### src/rtl/register_file_if.sv
// Bus bundle between decode/writeback and the register file.
// Carries the read, write and scoreboard-mark signals.
interface register_file_if #(
  parameter int DATA_WIDTH = 32,
  parameter int ADDR_WIDTH = 5
);
  logic                  reg_write;
  logic [ADDR_WIDTH-1:0] write_register;
  logic [DATA_WIDTH-1:0] write_data;
  logic [ADDR_WIDTH-1:0] read_register_1;
  logic [ADDR_WIDTH-1:0] read_register_2;
  logic [DATA_WIDTH-1:0] read_data_1;
  logic [DATA_WIDTH-1:0] read_data_2;
  logic                  mark_busy;
  logic [ADDR_WIDTH-1:0] mark_register;
  logic                  busy_1;
  logic                  busy_2;
  logic [ADDR_WIDTH:0]   busy_count;

  modport master (
    output reg_write, write_register, write_data,
    output read_register_1, read_register_2,
    output mark_busy, mark_register,
    input  read_data_1, read_data_2,
    input  busy_1, busy_2, busy_count
  );

  modport slave (
    input  reg_write, write_register, write_data,
    input  read_register_1, read_register_2,
    input  mark_busy, mark_register,
    output read_data_1, read_data_2,
    output busy_1, busy_2, busy_count
  );
endinterface

### src/rtl/register_file.sv
// Register file with busy scoreboard; r0 reads zero, never busy.
// Define REGFILE_BYPASS_EN for same-cycle write-to-read forwarding.
module register_file #(
  parameter int DATA_WIDTH = 32,
  parameter int ADDR_WIDTH = 5,
  parameter int NUM_REGS   = 32
) (
  input logic             clock,
  input logic             reset,
  register_file_if.slave  bus
);
  localparam int IW = $clog2(NUM_REGS);

  logic [DATA_WIDTH-1:0] regs [NUM_REGS];
  logic [NUM_REGS-1:0]   busy;
  logic [NUM_REGS-1:0]   busy_nxt;
  logic [ADDR_WIDTH:0]   count;
  logic [ADDR_WIDTH:0]   count_nxt;
  logic                  wr_ok;
  logic                  mk_ok;

  function automatic logic valid_idx(
    input logic [ADDR_WIDTH-1:0] a
  );
    return (a != '0) && (32'(a) < NUM_REGS);
  endfunction

  assign wr_ok = bus.reg_write &&
                 valid_idx(bus.write_register);
  assign mk_ok = bus.mark_busy &&
                 valid_idx(bus.mark_register);

  // clear first so a same-edge mark (new producer) wins
  always_comb begin
    busy_nxt = busy;
    if (wr_ok)
      busy_nxt[bus.write_register[IW-1:0]] = 1'b0;
    if (mk_ok)
      busy_nxt[bus.mark_register[IW-1:0]] = 1'b1;
    count_nxt = '0;
    for (int i = 0; i < NUM_REGS; i++)
      count_nxt = count_nxt +
                  (ADDR_WIDTH+1)'(busy_nxt[i]);
  end

  always_ff @(posedge clock or posedge reset) begin
    if (reset) begin
      for (int i = 0; i < NUM_REGS; i++)
        regs[i] <= '0;
      busy  <= '0;
      count <= '0;
    end else begin
      if (wr_ok)
        regs[bus.write_register[IW-1:0]] <=
          bus.write_data;
      busy  <= busy_nxt;
      count <= count_nxt;
    end
  end

  always_comb begin
    bus.read_data_1 = '0;
    bus.busy_1      = 1'b0;
    if (valid_idx(bus.read_register_1)) begin
      bus.read_data_1 =
        regs[bus.read_register_1[IW-1:0]];
      bus.busy_1 = busy[bus.read_register_1[IW-1:0]];
    end
`ifdef REGFILE_BYPASS_EN
    if (!reset && wr_ok &&
        bus.write_register == bus.read_register_1) begin
      bus.read_data_1 = bus.write_data;
      bus.busy_1      = 1'b0;
    end
`endif
  end

  always_comb begin
    bus.read_data_2 = '0;
    bus.busy_2      = 1'b0;
    if (valid_idx(bus.read_register_2)) begin
      bus.read_data_2 =
        regs[bus.read_register_2[IW-1:0]];
      bus.busy_2 = busy[bus.read_register_2[IW-1:0]];
    end
`ifdef REGFILE_BYPASS_EN
    if (!reset && wr_ok &&
        bus.write_register == bus.read_register_2) begin
      bus.read_data_2 = bus.write_data;
      bus.busy_2      = 1'b0;
    end
`endif
  end

  assign bus.busy_count = count;
endmodule

### src/flat_wrapper.sv
// flat-port wrapper written by rule: the top's interface ports become plain ports
module register_file_flat 
#(
  parameter int DATA_WIDTH = 32,
  parameter int ADDR_WIDTH = 5,
  parameter int NUM_REGS   = 32
)
  (clock, reset, bus_reg_write, bus_write_register, bus_write_data, bus_read_register_1, bus_read_register_2, bus_mark_busy, bus_mark_register, bus_read_data_1, bus_read_data_2, bus_busy_1, bus_busy_2, bus_busy_count);
  register_file_if #(.DATA_WIDTH(DATA_WIDTH), .ADDR_WIDTH(ADDR_WIDTH)) bus_i ();
  input logic clock;
  input logic reset;
  input wire logic [$bits(bus_i.reg_write)-1:0] bus_reg_write;
  input wire logic [$bits(bus_i.write_register)-1:0] bus_write_register;
  input wire logic [$bits(bus_i.write_data)-1:0] bus_write_data;
  input wire logic [$bits(bus_i.read_register_1)-1:0] bus_read_register_1;
  input wire logic [$bits(bus_i.read_register_2)-1:0] bus_read_register_2;
  input wire logic [$bits(bus_i.mark_busy)-1:0] bus_mark_busy;
  input wire logic [$bits(bus_i.mark_register)-1:0] bus_mark_register;
  output wire logic [$bits(bus_i.read_data_1)-1:0] bus_read_data_1;
  output wire logic [$bits(bus_i.read_data_2)-1:0] bus_read_data_2;
  output wire logic [$bits(bus_i.busy_1)-1:0] bus_busy_1;
  output wire logic [$bits(bus_i.busy_2)-1:0] bus_busy_2;
  output wire logic [$bits(bus_i.busy_count)-1:0] bus_busy_count;
  assign bus_i.reg_write = bus_reg_write;
  assign bus_i.write_register = bus_write_register;
  assign bus_i.write_data = bus_write_data;
  assign bus_i.read_register_1 = bus_read_register_1;
  assign bus_i.read_register_2 = bus_read_register_2;
  assign bus_i.mark_busy = bus_mark_busy;
  assign bus_i.mark_register = bus_mark_register;
  assign bus_read_data_1 = bus_i.read_data_1;
  assign bus_read_data_2 = bus_i.read_data_2;
  assign bus_busy_1 = bus_i.busy_1;
  assign bus_busy_2 = bus_i.busy_2;
  assign bus_busy_count = bus_i.busy_count;
  register_file #(.DATA_WIDTH(DATA_WIDTH), .ADDR_WIDTH(ADDR_WIDTH), .NUM_REGS(NUM_REGS)) u_core (.clock(clock), .reset(reset), .bus(bus_i));
endmodule
### config.mk
export PLATFORM = sky130hd
export DESIGN_NAME = register_file_flat
export DESIGN_NICKNAME = d
export VERILOG_FILES = /design/src/rtl/register_file_if.sv /design/src/rtl/register_file.sv /design/src/flat_wrapper.sv
export SDC_FILE = /design/constraint.sdc
export NUM_CORES = 2
export LEC_CHECK = 0
export CORE_ASPECT_RATIO = 0.5
export CORE_UTILIZATION = 55
export DETAILED_ROUTE_END_ITERATION = 16
export GPL_TIMING_DRIVEN = 0
export PLACE_DENSITY = 0.81
export SYNTH_ARGS = -nofsm -noshare
export SYNTH_HDL_FRONTEND = slang
export SYNTH_SLANG_ARGS = --single-unit
export TNS_END_PERCENT = 30
### constraint.sdc
create_clock -name clock -period 47.5 [get_ports clock]
set_input_delay 14.25 -clock clock [delete_from_list [all_inputs] [get_ports clock]]
set_output_delay 14.25 -clock clock [all_outputs]
set_load 0.01 [all_outputs]
==> results.md <==
- Status: finished with violations
- Failing checks: max-capacitance violations, max-slew violations
- Commonest non-fill, non-tap cell in the layout: dfrtp_1
- Tightest Pin Transition: 1.57 ns
- # rows: 83
- Total CTS buffers: 97
- Chip width: 459 µm
- GRT Util Overall: 0.429
- Synthesized cell area: 57500 µm²
- Simple-Gate Fraction of Synth Area: 0.0192
- Die Span Y: 231 µm
- Share of flip-flops with an asynchronous set or reset: 1.00
- FILL cells: 7505
- Final core occ: 0.619
- RSZ-0062 raised after global routing: no
- ANT nets after route: 0
- Critical Path RT: 33.25 ns
- CP top delay family: buffers and inverters
- Crit path buf inv count: 5
- Max stage delay on crit path: 0.98 ns
- Worst hold path class: flop to flop
- Via density: 7.45
- Final Max Slew Viols: 11
- Slowest CP cell: clkbuf_1
- Commonest cells after routing, fill and taps aside: 1062 x dfrtp_1, 1037 x mux2_2, 462 x mux4_2
- Global route overflow: 0
- Startpoint types: input pin
- Mux share of post-synthesis cell area: 0.412
- Clock slew at the register clock pins of the worst setup and hold paths: 0.07 ns
- # clock sinks: 1062
- CTS H-tree depth: 3
- Leakage power figure: 27.5 nW
- Pre-CTS WS: 15.05 ns
- Root Driver: clkbuf_16
- Most frequent CP cell: buf_4
- Layout net count: 4173
- Number of port buffers: 112
- Setup ws final: 14.48 ns
- Xor/xnor share of the synthesized area: 0.000457
- Avg Cell Area, Syn: 14.9 µm²
- Clock network power share: 0.276
- Worst path cell trace: buf_4 -> buf_4 -> buf_2 -> clkbuf_1 -> a211oi_1 -> a311oi_1 -> clkdlybuf4s50_1
- Worst R2R Start: u_core.busy[1]
- Layout cells sized above 1: 0.467
- Critical Path Sink Type: output pin
- I/O pins: 128
- Core area: 103000 µm²
- Hold-fix buffers at CTS: 0
- Max-cap violations: 7
- Final HPWL DP: 162 mm
- Number of synthesized register bits: 1062
- Final period util: 0.695
- Worst Skew: 0.0100 ns
- CP max FO: 10
- Area delta synth->final: 11.1%
- Reg power frac: 0.408
- Syn Nets: 3954
- Hold WS: 0.480 ns
- Largest net degree at the start of global routing: 140
- Starting DRT DRC Count: 6785
- Clock buffer depth: 3
- DR pass1 iterations: 7
- Worst skew pair latency: 0.72 ns
- WP data arrival: 18.77 ns
- Setup Fix Bufs, Post-CTS: 0
- Ys Warns: 0
- Kind of critical path: input pin to output pin
- First-pass GRT wire length: 313 mm
- Largest family of logic cells by synthesized area: multiplexers
- Synth unique cells: 56
- Logic pwr share: 0.316
- Post-Synthesis Cells: 3866
- Internal power: 0.00201 W
- Initial Util: 0.557
- Peak VDD IR: 0.0000566 V
- Setup crit start: bus_read_register_1[2]
- Sw Ratio: 0.330
- Number of synthesized flops with an enable pin: 0
- Die area: 106000 µm²
- Final setup vio count: 0
- Post-CTS resize count: 0
- Hold_sp: u_core.regs[1012]
- CTS tree: yes
- Final Wtd Congestion: 1.04
- Post-Route WL: 227 mm
- Drt drc: 0
- Compound-Gate Fraction of Synth Area: 0.0536
- Via Count: 41598
- Sequential-to-total area share from yosys stat: 0.462
- Pwr dens: 46.9 nW/µm²
- Initial antenna violation count: 17
- NetSw: 0.000988 W
- Number of global-route vias before repair: 40837
- Fmax: 30.3 MHz
- Main synth FF type: dfrtp_1
- Final Hold Viols: 0
- Synth Area in Adders: 0.0101
- Min cycle time layout: 33.02 ns
- Slew margin rel.: -0.0532
- DR WL/cell: 40.7 µm
per-layer routing:
layer  GRT usage  routed length (µm)
met1       0.556               83100
met2       0.559               88600
met3       0.285               43500
met4       0.170               11400
met5      0.0208                 402
kinds of logic after synthesis:
| family | after synthesis |
|---|---|
| simple gates | 200 |
| fa+ha+maj | 32 |
| xor+xnor | 3 |
| mux | 1652 |
| compound gates | 430 |
| buf+inv | 487 |
| flops | 1062 |
state kept, by name (all words and copies together), names as in the netlist:
signal / flops
u_core.bus.busy_count: 6
u_core.regs: 1024
u_core.busy: 32
per-stage QoR:
stage	TNS [ns]	std cells	area, µm²	power, W
2_1_floorplan	0	3866	57500	0.00183
3_3_place_gp	-7259.79	5380	60400	0.00209
3_5_place_dp	0	5388	60600	0.00213
4_1_cts	0	5561	63800	0.00294
5_1_grt	0	5562	63800	0.00308
6_report	0	5580	63900	0.00300
synthesized netlist by cell type (3+ instances only):
| master | instances | area (µm²) |
|---|---|---|
| nor3b_2 | 3 | 37.5 |
| a211oi_1 | 66 | 495 |
| a21oi_1 | 4 | 20.0 |
| dfrtp_1 | 1062 | 26600 |
| fa_1 | 24 | 480 |
| buf_6 | 18 | 203 |
| o2111ai_1 | 16 | 140 |
| nand3_1 | 4 | 20.0 |
| mux4_2 | 462 | 10400 |
| nand2_1 | 61 | 229 |
| a21o_1 | 3 | 22.5 |
| a311oi_1 | 66 | 578 |
| a22o_1 | 10 | 87.6 |
| a22oi_1 | 73 | 548 |
| inv_1 | 38 | 143 |
| mux2_2 | 1037 | 11700 |
| or2_2 | 3 | 18.8 |
| nand2b_1 | 7 | 43.8 |
| and2_1 | 3 | 18.8 |
| nand3b_1 | 4 | 30.0 |
| nor2_2 | 8 | 50.1 |
| o21ai_0 | 102 | 510 |
| buf_4 | 66 | 495 |
| o21ai_1 | 27 | 135 |
| a221oi_1 | 50 | 438 |
| ha_1 | 8 | 100 |
| mux2i_1 | 132 | 1320 |
| nor2b_1 | 73 | 457 |
| buf_2 | 162 | 811 |
| or2_1 | 5 | 31.3 |
| mux2_4 | 9 | 135 |
| nor2_1 | 17 | 63.8 |
| clkbuf_1 | 197 | 739 |
| mux2_1 | 12 | 135 |
power groups by stage:
stage | clock, W | combinational, W | sequential [W]
floorplan | 0 | 0.000643 | 0.00119
global placement | 0 | 0.000877 | 0.00121
detailed placement | 0 | 0.000908 | 0.00123
CTS | 0.000818 | 0.000913 | 0.00121
global route | 0.000853 | 0.000991 | 0.00124
finish | 0.000828 | 0.000946 | 0.00122
path summary, 6_finish.rpt:
path / endpoint / slack (ns) / depth (start not counted)
worst min-delay path: u_core.regs[1012] / 0.48 / 1
worst min register to register: u_core.regs[1012] / 0.48 / 1
worst max-delay path: bus_read_data_1[12] / 14.48 / 7
min in group asynchronous: u_core.regs[64] / 14.10 / 2
max in group asynchronous: u_core.regs[885] / 31.64 / 4
worst max register to register: u_core.bus.busy_count[4] / 41.88 / 15
area by class of cell:
class,instances,area (µm²),area share
Multi-Input combinational cell,2317,28500,0.446
Sequential cell,1062,26600,0.416
Clock buffer,138,2840,0.0445
Buffer,447,2290,0.0359
Tap cell,1402,1750,0.0275
Timing Repair Buffer,120,1340,0.0210
Clock inverter,35,383,0.00600
Inverter,40,158,0.00247
Antenna cell,19,47.5,0.000745
Note: power is estimated with default switching activity, not from simulation.
